`config.mk`:
```
export PLATFORM = sky130hd
export DESIGN_NAME = delay_arbiter
export DESIGN_NICKNAME = d
export VERILOG_FILES = /design/src/rtl/delay_arbiter.sv
export SDC_FILE = /design/constraint.sdc
export NUM_CORES = 1
export LEC_CHECK = 0
export ABC_AREA = 1
export CORE_UTILIZATION = 35
export CTS_CLUSTER_DIAMETER = 100
export CTS_CLUSTER_SIZE = 28
export DETAILED_ROUTE_END_ITERATION = 12
export PLACE_DENSITY_LB_ADDON = 0.15
export RECOVER_POWER = 50
export SLEW_MARGIN = 5
export SYNTH_ARGS = -nofsm -noshare
export SYNTH_HDL_FRONTEND = slang
export SYNTH_SLANG_ARGS = --single-unit
```
`constraint.sdc`:
```
create_clock -name clk -period 1.8 [get_ports clk]
set_input_delay 0.36 -clock clk [delete_from_list [all_inputs] [get_ports clk]]
set_output_delay 0.36 -clock clk [all_outputs]
set_load 0.005 [all_outputs]
```
`src/rtl/delay_arbiter.sv`:
```
// Four-way round-robin arbiter that lends one shared delay counter to the winner and pulses done when N cycles have elapsed.
// Optional sticky early-release checker on err, enabled by defining DELAY_ARBITER_PROTOCOL_CHECK_EN.
module delay_arbiter #(
   parameter int N     = 200000,
   parameter int CBITS = 18
) (
   input  logic       clk,
   input  logic       rst,
   input  logic [3:0] req,
   output logic [3:0] gnt,
   output logic [3:0] done,
   output logic       busy,
   output logic       err
);

   typedef enum logic [1:0] {IDLE, LOAD, COUNT, DONE} state_t;

   localparam logic [CBITS-1:0] LAST = CBITS'(N - 1);

   state_t           state, state_nxt;
   logic [CBITS-1:0] cnt;
   logic             at_end;
   logic [1:0]       rr_ptr;
   logic [1:0]       winner;
   logic [1:0]       pick;
   logic             found;

   // NOTE: every variable written in an always_comb gets a default first, otherwise a latch is inferred.
   always_comb begin
      pick  = rr_ptr;
      found = 1'b0;
      for (int k = 0; k < 4; k++) begin
         if (!found && req[rr_ptr + 2'(k)]) begin
            pick  = rr_ptr + 2'(k);
            found = 1'b1;
         end
      end
   end

   always_comb begin
      state_nxt = state;
      unique case (state)
         IDLE:  if (found) state_nxt = LOAD;
         LOAD:  state_nxt = COUNT;
         COUNT: if (at_end) state_nxt = DONE;
         DONE:  state_nxt = IDLE;
         default: state_nxt = IDLE;
      endcase
   end

   // NOTE: sequential state uses non-blocking assignments only, so every register samples pre-edge values.
   always_ff @(posedge clk or negedge rst) begin
      if (!rst) begin
         state  <= IDLE;
         cnt    <= '0;
         at_end <= 1'b0;
         rr_ptr <= 2'd0;
         winner <= 2'd0;
         gnt    <= 4'b0000;
         done   <= 4'b0000;
         busy   <= 1'b0;
      end else begin
         state <= state_nxt;
         busy  <= (state_nxt != IDLE);
         unique case (state)
            IDLE: begin
               if (found) begin
                  winner <= pick;
                  gnt    <= 4'b0001 << pick;
               end
            end
            LOAD: begin
               cnt    <= '0;
               at_end <= 1'b0;
            end
            COUNT: begin
               // Terminal count is registered so the wide compare stays off the next-state path; cnt saturates at N-1.
               if (cnt != LAST) cnt <= cnt + 1'b1;
               at_end <= (cnt == LAST);
               if (at_end) done <= gnt;
            end
            DONE: begin
               gnt    <= 4'b0000;
               done   <= 4'b0000;
               rr_ptr <= winner + 2'd1;
            end
            default: ;
         endcase
      end
   end

`ifdef DELAY_ARBITER_PROTOCOL_CHECK_EN
   always_ff @(posedge clk or negedge rst) begin
      if (!rst)
         err <= 1'b0;
      else if ((state == LOAD || state == COUNT) && !req[winner])
         err <= 1'b1;
   end
`else
   assign err = 1'b0;
`endif

endmodule
```
==> metrics.yaml <==
layout:
  antenna-diode-count: 0
  layout.nets: 355
  layout-drive-gt1-share: 0.174
  final_cells: 421
  syn2layout_area_growth_pct: 16.4
  final_area_sq_um: 2720
  final_core_util: 0.426
critical_path:
  start_kind: "flip-flop"
  reg2reg_depth: 13
  critical_path_class: "reg -> reg"
  critPathCaptureType: "flip-flop"
  crit_path_max_fanout: 14
  crit_arrival_ps: 1850
  worstPathRequired_ps: 2020
yosys:
  synthDistinctLibCells: 35
  syn_area_sq_um: 2340
  yosys.area.top_type: "dfrtp_1"
  seq_area_frac_synth: 0.364
  synthCells: 317
  syn_area_per_cell_sq_um: 7.37
  synth_top_area_share: 0.364
  yosys_warnings: 0
  synth_area_leaders: "dfrtp_1, nand2_1, nand3_1, inv_1, ha_1"
  synthesis.nets: 329
  ys_seq_elements: 34
timing:
  drv_slew: 0
  setup_viol: 0
  fin_skew_ps: 6.16
  holdWs_ps: 262
  period_minus_slack_ps: 1630
  timing.final.hold_violations: 0
  timing.slew.headroom: 0.426
  max_freq_mhz: 614
  post-route-period-util: 0.905
  setup_ws_ps: 171
  worst_pin_slew_ps: 862
route:
  via_count: 2052
  viasPerCell: 4.87
  drt_iter0_drc: 84
  firstDrtPassIters: 4
  drt-total-wl_mm: 5.13
  route.detailed.drc: 0
  detail-route-antenna-nets: 0
  routedWlPerCell_um: 12.2
clock_network:
  cts.path.max_buffers: 2
  htreeDepth: 2
  cts_hold_buf: 0
  clockRootBuffer: "clkbuf_8"
  cts_tree: "built"
  insertion_delay_ps: 280
  cts_sinks: 34
  clkTransAtPathRegs_ps: 70
  numCtsBuffers: 5
place:
  globalplace.congestion: 0.791
  dp_slack_ps: -89.1
  placed_area_sq_um: 2600
  port_buffers: 14
  dpl.hpwl_mm: 3.84
  dpl.cell_count: 411
worst_hold_path:
  worstHoldPathType: "in -> async"
die:
  ioPinCount: 16
  die_w_um: 83.7
  start_util: 0.366
  die_h_um: 83.7
  die-area_sq_um: 7010
  core_area_sq_um: 6390
  rows: 29
grt:
  grt_pass1_vias: 1989
  grt_antenna_before_repair: 0
  gr-usage-all-layers: 0.159
  grt_max_degree: 35
  grt_pass1_wl_mm: 9.05
  overflow: 0
outcome:
  status: "complete, no violations"
job:
  cap_violations: 0
power:
  ir_worst_vdd_uv: 308
  power.density_nw_per_um2: 527
  leakage_nw: 1.22
==> worst max-delay path, stage by stage (launching register included) <==
cell     delay [ps]
dfrtp_1         410
buf_6           180
nand2_1          70
nand2_2         120
nand2_1         100
nand2_4         130
nand2_4          70
nand2_1          60
nand2_1          50
nand2_1          60
nand2_1          50
nor2_1          150
nand2_1          80
nand2_1          50
==> synthesized netlist by cell type <==
library cell and instances:
nand2_1 91, nand3_1 38, dfrtp_1 34, inv_1 30, nor2_1 12, o21ai_0 12, nand2_2 10, nand4_1 9
nor3_1 8, xor2_1 8, ha_1 6, inv_2 6, nand3_2 6, o21ai_1 6, o22ai_1 5, buf_4 4
nand2_4 3, nor2_4 3, o31ai_1 3, xnor2_1 3, a21oi_1 2, clkbuf_1 2, clkinv_1 2, o21ai_2 2
or2_2 2, buf_2 1, buf_6 1, clkinv_4 1, conb_1 1, inv_4 1, mux2i_1 1, nand3b_1 1
nand4_4 1, nor2_2 1, o21bai_1 1
==> kinds of logic after synthesis <==
family,count (synthesis),share of synthesized area
AOI/OAI and AO/OA,31,0.0766
xor gates and xnor gates,11,0.0412
adders and majority gates,6,0.0321
buffers and inverters,48,0.0905
DFF,34,0.364
muxes,1,0.00428
other,1,0.00160
and+or+nand+nor,185,0.390
==> per-layer routing <==
metal	share of wire	vias to the layer above	track usage
li1	-	1081	-
met1	0.52	944	0.209
met2	0.45	23	0.264
met3	0.026	4	0.0326
met4	0.0066	0	0.0447
met5	0	-	0
==> through the flow <==
stage	power [mW]	TNS, ps
floorplan	0.831	0
global placement	0.867	-489
detailed placement	0.867	-603
CTS	1.46	0
global route	1.50	-1.94
finish	1.43	0
==> worst paths after layout <==
path	start	to	slack (ps)
setup reg to reg	rr_ptr[0]$_DFFE_PN0P_	gnt[0]$_DFFE_PN0P_	170
setup / recovery	rr_ptr[0]$_DFFE_PN0P_	gnt[0]$_DFFE_PN0P_	170
max in group asynchronous	rst	rr_ptr[1]$_DFFE_PN0P_	950
hold reg to reg	winner[1]$_DFFE_PN0P_	winner[1]$_DFFE_PN0P_	510
hold / removal	rst	rr_ptr[0]$_DFFE_PN0P_	260
min in group clk	winner[1]$_DFFE_PN0P_	winner[1]$_DFFE_PN0P_	510
==> power by group <==
part / leakage, nW / internal [mW] / switching, mW
logic: 0.733 / 0.0281 / 0.0584
registers: 0.443 / 0.764 / 0
clock network: 0.0482 / 0.309 / 0.274
==> cell type report <==
| class | count | area [sq um] |
|---|---|---|
| fill | 664 | 3670 |
| clock inverter | 1 | 5.00 |
| timing repair buffer | 27 | 230 |
| clock buffer | 7 | 86.3 |
| multi-input combinational | 235 | 1290 |
| tap | 77 | 96.3 |
| sequential | 34 | 852 |
| inverter | 40 | 163 |
==> sequential cells by signal, summed over array words and instances, names as in the netlist <==
register and cells:
cnt 18, winner 2, gnt 4, done 4, rr_ptr 2, busy 1
state 2, at_end 1
==> placed cells by master, fill, tap and decap left out, types with 2 or more instances in the layout <==
cell type,instances
ha_1,5
clkbuf_8,6
nor2_2,3
clkinv_1,2
clkbuf_1,3
o21ai_2,2
dfrtp_1,33
nand3_2,6
xor2_1,8
nor3_1,7
a21oi_1,2
or2_2,2
o22ai_1,5
inv_4,3
nand2_2,10
nor2_4,3
o31ai_1,3
buf_4,8
inv_2,4
nor2_1,10
xnor2_1,3
buf_6,2
nand2_1,91
o21ai_1,6
inv_1,30
nand2_4,3
o21ai_0,12
clkdlybuf4s50_1,13
nand4_1,9
nand3_1,38
==> what timing repair did <==
item	4_1_cts	5_1_grt
resized for setup	0	9
endpoints found under the setup margin	0	21
buffers inserted	0	2
(Power assumes the default switching activity.)
